`config.mk`:
```
export PLATFORM = sky130hd
export DESIGN_NAME = demux_stream
export DESIGN_NICKNAME = d
export VERILOG_FILES = /design/src/rtl/demux_stream.sv
export SDC_FILE = /design/constraint.sdc
export NUM_CORES = 1
export LEC_CHECK = 0
export CAP_MARGIN = 20
export CORE_ASPECT_RATIO = 1.2
export CORE_MARGIN = 1
export CORE_UTILIZATION = 32
export CTS_CLUSTER_DIAMETER = 150
export DETAILED_ROUTE_END_ITERATION = 8
export MAX_ROUTING_LAYER = met4
export PLACE_DENSITY = 0.72
export SYNTH_ARGS = -nofsm -noshare
export SYNTH_HDL_FRONTEND = slang
export SYNTH_SLANG_ARGS = --single-unit
```
`constraint.sdc`:
```
create_clock -name clk -period 1.15 [get_ports clk]
set_input_delay 0.23 -clock clk [delete_from_list [all_inputs] [get_ports clk]]
set_output_delay 0.23 -clock clk [all_outputs]
set_load 0.05 [all_outputs]
```
`src/rtl/demux_stream.sv`:
```
// demux_stream: registered 1-to-NCH stream demultiplexer with unicast/broadcast routing.
// Latency: one cycle, accept at edge n -> y / y_valid visible after edge n; 1 word/cycle sustained.
// Backpressure: i_ready drops while any pending channel withholds y_ready; per-channel bits clear independently.
//
// Ports:
//   clk, rst_n       clock and synchronous active-low reset
//   i, sel, bcast    input word, destination index, broadcast request
//   i_valid/i_ready  input handshake (i_ready is combinational from y_ready)
//   y                held word, shared by all channels
//   y_valid/y_ready  per-channel output handshake, bit k = channel k
//   err              one-cycle pulse: word accepted with sel >= NCH and bcast = 0
//   cnt              (only with DEMUX_STREAM_CNT_EN) NCH saturating 16-bit transfer
//                    counters, channel k in bits [16k+15:16k]
//
// Parameters: DW data width, NCH channel count (>= 2), SW select width (NCH <= 2**SW).
// Optional feature macro: DEMUX_STREAM_CNT_EN.
module demux_stream #(
  parameter int DW  = 8,
  parameter int NCH = 4,
  parameter int SW  = 2
) (
  input  logic              clk,
  input  logic              rst_n,
  input  logic [DW-1:0]     i,
  input  logic [SW-1:0]     sel,
  input  logic              bcast,
  input  logic              i_valid,
  output logic              i_ready,
  output logic [DW-1:0]     y,
  output logic [NCH-1:0]    y_valid,
  input  logic [NCH-1:0]    y_ready,
  output logic              err
`ifdef DEMUX_STREAM_CNT_EN
  ,
  output logic [NCH*16-1:0] cnt
`endif
);

  // Channel count widened by one bit so sel can be compared without truncation.
  localparam logic [SW:0] NCH_W = (SW+1)'(NCH);

  logic [DW-1:0]  hold_q, hold_d;
  logic [NCH-1:0] pend_q, pend_d;
  logic           err_q, err_d;

  logic           accept;
  logic           sel_ok;
  logic [NCH-1:0] onehot;
  logic [NCH-1:0] xfer;

  // A new word may enter once nothing would remain pending after this cycle.
  assign i_ready = ((pend_q & ~y_ready) == '0);
  assign accept  = i_valid && i_ready;
  assign xfer    = pend_q & y_ready;

  assign sel_ok  = ({1'b0, sel} < NCH_W);

  always_comb begin
    onehot = '0;
    for (int k = 0; k < NCH; k++) begin
      onehot[k] = ({1'b0, sel} == (SW+1)'(k));
    end
  end

  always_comb begin
    hold_d = hold_q;
    pend_d = pend_q & ~y_ready;
    err_d  = 1'b0;
    if (accept) begin
      // The new word's mask replaces whatever was completing this cycle.
      // An out-of-range word is still captured but never made visible.
      hold_d = i;
      if (bcast) begin
        pend_d = '1;
      end else if (sel_ok) begin
        pend_d = onehot;
      end else begin
        pend_d = '0;
        err_d  = 1'b1;
      end
    end
  end

  always_ff @(posedge clk) begin
    if (!rst_n) begin
      hold_q <= '0;
      pend_q <= '0;
      err_q  <= 1'b0;
    end else begin
      hold_q <= hold_d;
      pend_q <= pend_d;
      err_q  <= err_d;
    end
  end

  assign y       = hold_q;
  assign y_valid = pend_q;
  assign err     = err_q;

`ifdef DEMUX_STREAM_CNT_EN
  logic [NCH-1:0][15:0] cnt_q, cnt_d;

  always_comb begin
    cnt_d = cnt_q;
    for (int k = 0; k < NCH; k++) begin
      // Saturate rather than wrap so a long-running channel never reads low.
      if (xfer[k] && (cnt_q[k] != 16'hFFFF)) begin
        cnt_d[k] = cnt_q[k] + 16'd1;
      end
    end
  end

  always_ff @(posedge clk) begin
    if (!rst_n) begin
      cnt_q <= '0;
    end else begin
      cnt_q <= cnt_d;
    end
  end

  assign cnt = cnt_q;
`else
  // Transfer strobes only feed the optional counters.
  logic unused_xfer;
  assign unused_xfer = ^xfer;
`endif

endmodule
```
==> reports/metrics.cfg, run 1 <==
[drt]
drt-initial-drc-count = 7
post_drt_wl_per_cell_um = 12.2
vias = 581
dr.pass1.iters = 4
routed_wl_mm = 1.52
routed_via_density = 4.65
ant_nets = 0
drc = 0

[setup_path]
critical_path_class = flop to primary output
rr_startpoint = y_valid[1]$_SDFF_PN0_
worstPathMaxFanout = 2
cpPeakStageDelay_ps = 340
required_ps = 920
rr_endpoint = y[3]$_SDFFE_PN0P_
cp_data_arrival_time_ps = 1320
r2r_slack_ps = -220
startpoint_type = flop
crit_buf_inv = 2
path_cells = nor2b_4 -> nor4_4 -> buf_4 -> buf_12
reg2reg_depth = 6
startpoint = y_valid[1]$_SDFF_PN0_
cp-endpoint = i_ready
slowest_stage = dfxtp_4
crit_cells = 4
cpLargestDelayFamily = simple AND/OR/NAND/NOR gates
cp-end-kind = primary output

[cts]
cts_buffer_depth = 2
cts-root-buf = clkbuf_4
cts_sinks = 12
cts_buffers = 3
cts-htree-levels = 1
clock_latency_ps = 270
clkTransAtPathRegs_ps = 70
cts_tree = built

[yosys]
ys_warn_count = 0
synth_cell_types = 15
yosysMostFrequentCell = nand2_1
syn-cell-area_um2 = 548
synth.avg_cell_area_um2 = 8.70
yosysTopAreaCellShare_pct = 43.8
synthFlopType = dfxtp_1
synth_seq_cells = 12
yosys.area.top_type = dfxtp_1
synth_common_cells = nand2_1 (21), dfxtp_1 (12), mux2i_1 (8), nor2b_1 (5), o21ai_1 (4)
synthCells = 63
synth_area_leaders = dfxtp_1 (44%), mux2i_1 (15%), nand2_1 (14%)
seq_area_frac_synth_pct = 43.8
synth.net_count = 81
synth_edf_count = 0
async_flop_share_pct = 0

[die]
initial_utilization_pct = 33.8
io_pins = 32
dieArea_mm2 = 0.00188
core_area_mm2 = 0.00162
die_w_um = 39.8
rows = 16
die_height_um = 47.3

[power_and_ir_drop]
ir_drop_mv = 0.749
power_density_mw_per_mm2 = 1200
p_leak_nw = 0.527
finalPower_mw = 1.42

[global_route]
grt_overflow = 0
grt_pass1_wl_mm = 2.26
grt_pass1_vias = 564
antenna_found_initial = 0
globalRouteTotalUtil_pct = 20.0
grt_max_degree = 11

[timing]
finalHoldViolCount = 0
whs_ps = 418
setup_violations = 13
clock_skew_ps = 6.94
rsz0062_at_grt = yes
finalCritPeriodShare_pct = 135
layout_min_cycle_time_ps = 1550
max_freq_mhz = 644
maxSlewViolCount = 0
worst_slack_ps = -403

[finish]
finalNetCount = 126
stdcell_count = 125
antenna_cells = 0
drive_gt1_share_pct = 42.1
finish.utilization_pct = 73.4
area_growth_syn_to_layout_pct = 117

[placement]
placedCellCount = 118
gp_congestion = 0.656
numPortBuffers = 30
place_hpwl_mm = 1.16

[job]
drv_cap = 0

[min_path]
min_delay_path_depth = 4
holdCritPathClass = input pin to flop

[status]
status = finished, violations left
failed_checks = negative setup slack

-- metrics by stage --
step	TNS, ps	worst slack (ps)	cell area [µm²]
3_3_place_gp	-5610	-458	1090
2_1_floorplan	-7930	-674	566
4_1_cts	-2670	-417	1170
5_1_grt	-3450	-470	1190
3_5_place_dp	-5940	-488	1090
6_report	-2570	-403	1190
-- cells in the final DEF, fill, tap and decap left out, drive strengths merged --
cell type      synthesis  routed
clkbuf                 2       4
nor4                   1       1
dlygate4sd2            0       2
nand2                 22      22
o21ai                  7       7
nor2                   1       1
buf                    2      27
a21o                   1       1
dfxtp                 12      12
clkdlybuf4s50          0      15
mux2i                  8       8
nor2b                  6       6
conb                   1       1
-- per-layer routing --
| layer | share of wire [%] | up-vias | GRT usage, % |
|---|---|---|---|
| met5 | 0 | - | - |
| met4 | 1.6 | 0 | 12.4 |
| met3 | 5.6 | 2 | 6.64 |
| met2 | 54 | 20 | 34.1 |
| met1 | 39 | 265 | 18.9 |
| li1 | - | 294 | - |
-- flip-flops by register name, summed over array words and instances, names as in the netlist --
name,flops
y,8
y_valid,4
-- layout make-up --
class	instances	area (µm²)
fillers	123	432
multi-input cells	47	315
well taps	18	22.5
repair buffers	44	566
clock buffers	4	36.3
flip-flops and latches	12	250
-- how the worst min path moves through the flow --
stage | start | endpoint | slack [ps]
3_3_place_gp | y[3]$_SDFFE_PN0P_ | y[3]$_SDFFE_PN0P_ | 480
4_1_cts | y_ready[1] | y_valid[1]$_SDFF_PN0_ | 400
3_5_place_dp | y[6]$_SDFFE_PN0P_ | y[6]$_SDFFE_PN0P_ | 490
2_1_floorplan | rst_n | y_valid[3]$_SDFF_PN0_ | 360
5_1_grt | y_ready[2] | y_valid[2]$_SDFF_PN0_ | 430
6_report | y_ready[2] | y_valid[2]$_SDFF_PN0_ | 420
-- what timing repair did --
item                       in CTS  in global routing
cloned                          1                  0
hold buffers                    0                  0
hold endpoints to repair        0                  0
gates resized for setup         8                  2
setup endpoints to repair      13                 13
pin swaps                       5                  0
buffers inserted                1                  1
-- report_power, final --
part / leakage [nW] / internal, mW / switching [mW]
combinational: 0.405 / 0.331 / 0.279
clock: 0.0210 / 0.192 / 0.139
sequential: 0.101 / 0.452 / 0.0291
-- worst register-to-register path: stages (launching register included) --
cell     delay, ps
dfxtp_4        340
nor2b_4        130
nor4_4         290
buf_4          160
nand2_4         70
buf_12         150
mux2i_2        140
-- cells by family (layout without fill, tap and decap cells) --
| group | count (synthesis) | after routing | share of synthesized area (%) |
|---|---|---|---|
| flip-flops | 12 | 12 | 43.8 |
| multiplexers | 8 | 8 | 14.6 |
| AO/OA/AOI/OAI | 8 | 8 | 7.76 |
| AND/OR/NAND/NOR | 30 | 30 | 28.3 |
| buffers and inverters | 4 | 48 | 4.80 |
| other | 1 | 1 | 0.684 |
Power figures use the tool's default switching activity.
==> inputs of run 2 (changes only) <==
--- a/config.mk
+++ b/config.mk
@@ -6,13 +6,13 @@
 export NUM_CORES = 1
 export LEC_CHECK = 0
 export CAP_MARGIN = 20
-export CORE_ASPECT_RATIO = 1.2
 export CORE_MARGIN = 1
 export CORE_UTILIZATION = 32
 export CTS_CLUSTER_DIAMETER = 150
 export DETAILED_ROUTE_END_ITERATION = 8
 export MAX_ROUTING_LAYER = met4
 export PLACE_DENSITY = 0.72
+export REMOVE_ABC_BUFFERS = 1
 export SYNTH_ARGS = -nofsm -noshare
 export SYNTH_HDL_FRONTEND = slang
 export SYNTH_SLANG_ARGS = --single-unit
==> run 2 against run 1 <==
Critical path type unchanged. Sequential cell count stayed put. Critical endpoint unchanged. Setup slack gained 35 ps. First-iteration DRC count rose by 86%. The flow finishes with violations (design-rule violations, negative setup slack). Via count decreased by 8.3%. Non-clock buffer count shrank 6. Core utilization decreased by 0.91 points. Sequential power is essentially flat. Register-to-register slack better by 100 ps. Clock-buffer cell count unchanged. Clock skew shrank 4.4 ps.
==> reports/metrics.cfg, run 2 (synthesis gave the netlist of run 1 again) <==
[status]
status = finished, violations left
failed_checks = design-rule violations, negative setup slack

[cts]
clock_latency_ps = 270
cts-htree-levels = 1
cts_buffers = 3
cts_sinks = 12
ctsHoldBuffers = 0
clkTransAtPathRegs_ps = 80
cts_tree = built
cts_buffer_depth = 2
cts-root-buf = clkbuf_4

[power_and_ir_drop]
power_density_mw_per_mm2 = 1220
internal_power_mw = 0.940
pwr-share-seq_pct = 34.9
swShare_pct = 32.0
pwr-share-clk_pct = 24.0
combPwrFrac_pct = 41.1
ir_drop_mv = 0.709
p_leak_nw = 0.501
power.switching_mw = 0.442

[setup_path]
cpPeakStageDelay_ps = 320
crit_cells = 4
crit_buf_inv = 2
cp-end-kind = primary output
rr_startpoint = y_valid[0]$_SDFF_PN0_
r2r_slack_ps = -120
cpLargestDelayFamily = simple AND/OR/NAND/NOR gates
worstPathMaxFanout = 2
startpoint_type = flop
rr_endpoint = y[5]$_SDFFE_PN0P_
reg2reg_depth = 5
cp_data_arrival_time_ps = 1290
slowest_stage = dfxtp_2
critical_path_class = flop to primary output
required_ps = 920
path_cells = nor2b_4 -> nor4_4 -> buf_4 -> buf_12

[global_route]
grt_max_degree = 25
globalRouteTotalUtil_pct = 13.6
antenna_found_initial = 0
grt_overflow = 0
grt_pass1_vias = 422
grt_pass1_wl_mm = 1.83

[timing]
max_freq_mhz = 659
rsz0062_at_grt = yes
finalCritPeriodShare_pct = 132
finalHoldViolCount = 0
layout_min_cycle_time_ps = 1520
maxSlewViolCount = 0
clock_skew_ps = 2.50
worst_slack_ps = -369
setup_violations = 13

[die]
die_w_um = 43.4
dieArea_mm2 = 0.00188
die_height_um = 43.4
rows = 14
core_area_mm2 = 0.00156
io_pins = 32
initial_utilization_pct = 35.2

[placement]
place_hpwl_um = 894
gp_congestion = 0.748
pre_cts_ws_ps = -538
numPortBuffers = 30
place_area_mm2 = 0.00104

[drt]
highest_layer = met4
wl_met2_um = 608
met1Wirelength_um = 548
routed_via_density = 4.52
vias = 533
post_drt_wl_per_cell_um = 10.8
routed_wl_mm = 1.28
dr.pass1.iters = 6
drt-initial-drc-count = 13
route.met3.wl_um = 113
drc = 8
ant_nets = 0

[job]
drv_cap = 0

[min_path]
min_to = y_valid[0]$_SDFF_PN0_
holdCritPathClass = input pin to flop
min_delay_path_depth = 5
hp-start = y_ready[0]

[finish]
antenna_cells = 0
layout_commonest_cell = nand2_1
area_growth_syn_to_layout_pct = 106
final_cell_mix = nand2_1 (21), clkdlybuf4s50_1 (14), buf_12 (14)
drive_gt1_share_pct = 34.3
largest_reg_flops = 8
finalNetCount = 121
nFillCells = 111
fin_area_mm2 = 0.00113

-- run 2: cell types whose count changed in the layout (fill, tap and decap cells not counted), moves of 2 or more --
cell and delta:
o21ai_2 -3, dfxtp_1 +2, o21ai_1 +3, dfxtp_4 -2
buf_4 -5
-- run 2: what timing repair did --
item / 4_1_cts / 5_1_grt
resized for setup: 9 / 4
cloned: 0 / 1
setup buffers: 1 / 0
pin swaps: 5 / 1
setup endpoints to repair: 13 / 13
-- run 2: worst max path at each step --
stage                     slack (ps)             startpoint           endpoint
after global routing            -410  y_valid[0]$_SDFF_PN0_            i_ready
final                           -370  y_valid[0]$_SDFF_PN0_            i_ready
after floorplan                 -870  y_valid[2]$_SDFF_PN0_  y[0]$_SDFFE_PN0P_
after detailed placement        -540             y_ready[1]  y[5]$_SDFFE_PN0P_
after global placement          -490             y_ready[1]  y[7]$_SDFFE_PN0P_
after CTS                       -370  y_valid[2]$_SDFF_PN0_            i_ready
-- run 2: layer usage --
layer	up-vias	global-route usage (%)
met4	0	5.63
met3	2	2.92
met2	24	19.1
li1	281	-
met1	226	18.8
met5	-	-
-- run 2: final cells by class --
type	count	area, µm²	area share (%)
timing repair buffer	38	503	44.5
multi-input combinational	48	328	29.0
sequential	12	243	21.5
clock buffer	4	36.3	3.21
tap	16	20.0	1.77
-- run 2: tightest hold or removal path, cell delays in order --
cell and delay, ps:
dlymetal6s2s_1 130, nor2b_4 60, buf_4 120, nand2_1 50
o21ai_1 50
-- run 2: per-stage QoR --
| stage | utilization [%] | hold slack [ps] | TNS (ps) | std cells | total power, mW |
|---|---|---|---|---|---|
| floorplan | - | 345 | -10710 | 59 | 0.716 |
| global placement | 66.5 | 481 | -6150 | 112 | 1.02 |
| detailed placement | 66.5 | 491 | -6590 | 112 | 1.02 |
| CTS | 71.0 | 409 | -1410 | 117 | 1.38 |
| global route | 72.5 | 419 | -2060 | 118 | 1.45 |
| finish | 72.5 | 405 | -1460 | 118 | 1.38 |
-- run 2: power groups by stage --
stage / clock (mW) / sequential [mW] / combinational [mW]
detailed placement: 0 / 0.490 / 0.532
global route: 0.369 / 0.487 / 0.594
floorplan: 0 / 0.600 / 0.116
finish: 0.332 / 0.482 / 0.568
CTS: 0.339 / 0.482 / 0.556
global placement: 0 / 0.490 / 0.527
==> inputs of run 3 (changes only) <==
--- a/config.mk
+++ b/config.mk
@@ -6,12 +6,13 @@
 export NUM_CORES = 1
 export LEC_CHECK = 0
 export CAP_MARGIN = 20
-export CORE_MARGIN = 1
-export CORE_UTILIZATION = 32
+export CORE_AREA = 2 2 39 41
 export CTS_CLUSTER_DIAMETER = 150
 export DETAILED_ROUTE_END_ITERATION = 8
+export DIE_AREA = 0 0 41 43
+export DONT_BUFFER_PORTS = 1
+export HOLD_SLACK_MARGIN = 0.02
 export MAX_ROUTING_LAYER = met4
-export PLACE_DENSITY = 0.72
 export REMOVE_ABC_BUFFERS = 1
 export SYNTH_ARGS = -nofsm -noshare
 export SYNTH_HDL_FRONTEND = slang
==> constraint.sdc (replaced) <==
create_clock -name clk -period 1.45 [get_ports clk]
set_input_delay 0.29 -clock clk [delete_from_list [all_inputs] [get_ports clk]]
set_output_delay 0.29 -clock clk [all_outputs]
set_load 0.05 [all_outputs]
==> run 3 against run 2 <==
Worst hold slack worse by 260 ps. Critical path type unchanged. Cell area down 45%. Non-clock buffer count down 32. Register-to-register slack better by 300 ps. Die area down 6.3%. Critical path depth down 1. The flow finishes with violations (negative setup slack). Largest power group is now sequential cells. Wire length down 25%. First-iteration DRC count down 77%.
==> reports/metrics.cfg, run 3 (synthesis gave the netlist of run 1 again) <==
[status]
status = finished, violations left
failed_checks = negative setup slack

[setup_path]
cpPeakStageDelay_ps = 320
cp-end-kind = primary output
critical_path_class = flop to primary output
slowest_stage = dfxtp_2
cp_data_arrival_time_ps = 1190
path_cells = nor2b_4 -> nor4_4 -> buf_6
r2r_slack_ps = 180
worstPathMaxFanout = 2
startpoint_type = flop
required_ps = 1160

[cts]
clkTransAtPathRegs_ps = 60
cts_buffer_depth = 2
cts_sinks = 12
cts-htree-levels = 1
cts-root-buf = clkbuf_4
clock_latency_ps = 260
cts_buffers = 3
cts_tree = built

[timing]
layout_min_cycle_time_ps = 1480
tightestPinTransition_ps = 520
clock_skew_ps = 2.45
finalHoldViolCount = 0
finalCritPeriodShare_pct = 102
rsz0062_at_grt = yes
worst_slack_ps = -27.3
setup_violations = 1
max_freq_mhz = 677
relSlewSlack_pct = 65.3
maxSlewViolCount = 0

[die]
io_pins = 32
initial_utilization_pct = 39.6
core_area_mm2 = 0.00138
die_w_um = 41
dieArea_mm2 = 0.00176
die_height_um = 43
rows = 14

[finish]
finalNetCount = 88
final_cell_mix = nand2_1 (21), dfxtp_1 (11), mux2i_1 (8)
largest_reg_flops = 8
antenna_cells = 0
layout_commonest_cell = nand2_1
finish.utilization_pct = 45.3
area_growth_syn_to_layout_pct = 14.4
nFillCells = 131
drive_gt1_share_pct = 20.6
stdcell_count = 84

[placement]
pre_cts_ws_ps = 142
place_hpwl_um = 687
numPortBuffers = 0
gp_congestion = 0.545
placedCellCount = 80

[global_route]
grt_overflow = 0
grt_max_degree = 25
antenna_found_initial = 0
grt_pass1_wl_mm = 1.44
grt_pass1_vias = 384
globalRouteTotalUtil_pct = 12.5

[drt]
drt-initial-drc-count = 3
post_drt_wl_per_cell_um = 11.5
highest_layer = met4
dr.pass1.iters = 3
met1Wirelength_um = 400
routed_wl_um = 964
vias = 410
drc = 0
routed_via_density = 4.88
wl_met2_um = 435
ant_nets = 0
route.met3.wl_um = 124

[power_and_ir_drop]
finalPower_mw = 0.796
ir_drop_mv = 0.708
p_leak_nw = 0.281
power_density_mw_per_mm2 = 1270

[min_path]
holdCritPathClass = input pin to flop

[job]
drv_cap = 0

-- run 3: cell types whose count changed in the layout (fill, tap and decap cells not counted), moves of 2 or more --
cell / previous run / this run
clkdlybuf4s50_1: 14 / 0
buf_12: 14 / 0
buf_4: 7 / 5
nor2b_1: 2 / 4
dlygate4sd2_1: 2 / 0
-- run 3: final cells by class --
| cell class | count | area (µm²) | share of cell area (%) |
|---|---|---|---|
| Multi-Input combinational cell | 47 | 294 | 46.9 |
| Timing Repair Buffer | 6 | 48.8 | 7.78 |
| Sequential cell | 12 | 241 | 38.5 |
| Tap cell | 16 | 20.0 | 3.19 |
| Clock buffer | 3 | 22.5 | 3.59 |
-- run 3: path summary, 6_finish.rpt --
| path | startpoint | endpoint | cells past startpoint |
|---|---|---|---|
| worst max-delay path | y_valid[2]$_SDFF_PN0_ | i_ready | 3 |
| worst min-delay path | rst_n | y_valid[0]$_SDFF_PN0_ | 2 |
| worst max register to register | y_valid[2]$_SDFF_PN0_ | y[7]$_SDFFE_PN0P_ | 5 |
| worst min register to register | y_valid[2]$_SDFF_PN0_ | y_valid[2]$_SDFF_PN0_ | 3 |
-- run 3: critical path, delay by kind of cell, from the launching register on --
family	cells	cell delay, ps
AND/OR/NAND/NOR	2	420
flip-flops	1	320
buffers and inverters	1	200
-- run 3: per-stage QoR --
step	area, µm²	setup TNS (ps)	hold slack (ps)
global placement	579	0	416
global route	627	-93.5	150
finish	627	-27.3	146
CTS	621	-46.6	136
floorplan	522	-6870	405
detailed placement	579	0	413
-- run 3: where the power goes --
group	internal (mW)	total (mW)	switching, mW
clock	0.0957	0.190	0.0946
sequential	0.358	0.439	0.0803
combinational	0.0681	0.167	0.0986
-- run 3: what timing repair did --
| action | 4_1_cts | 5_1_grt |
|---|---|---|
| hold buffers | 0 | 0 |
| setup buffers | 1 | 0 |
| resized for setup | 3 | 2 |
| cloned | 0 | 0 |
| endpoints found under the hold margin | 0 | 0 |
| endpoints found under the setup margin | 1 | 10 |
| pin swaps | 1 | 0 |
-- run 3: metal layers --
metal,global-route usage [%],vias to the layer above
met2,19.7,23
met4,8.00,0
met1,12.2,173
li1,-,212
met3,4.71,2
met5,-,-
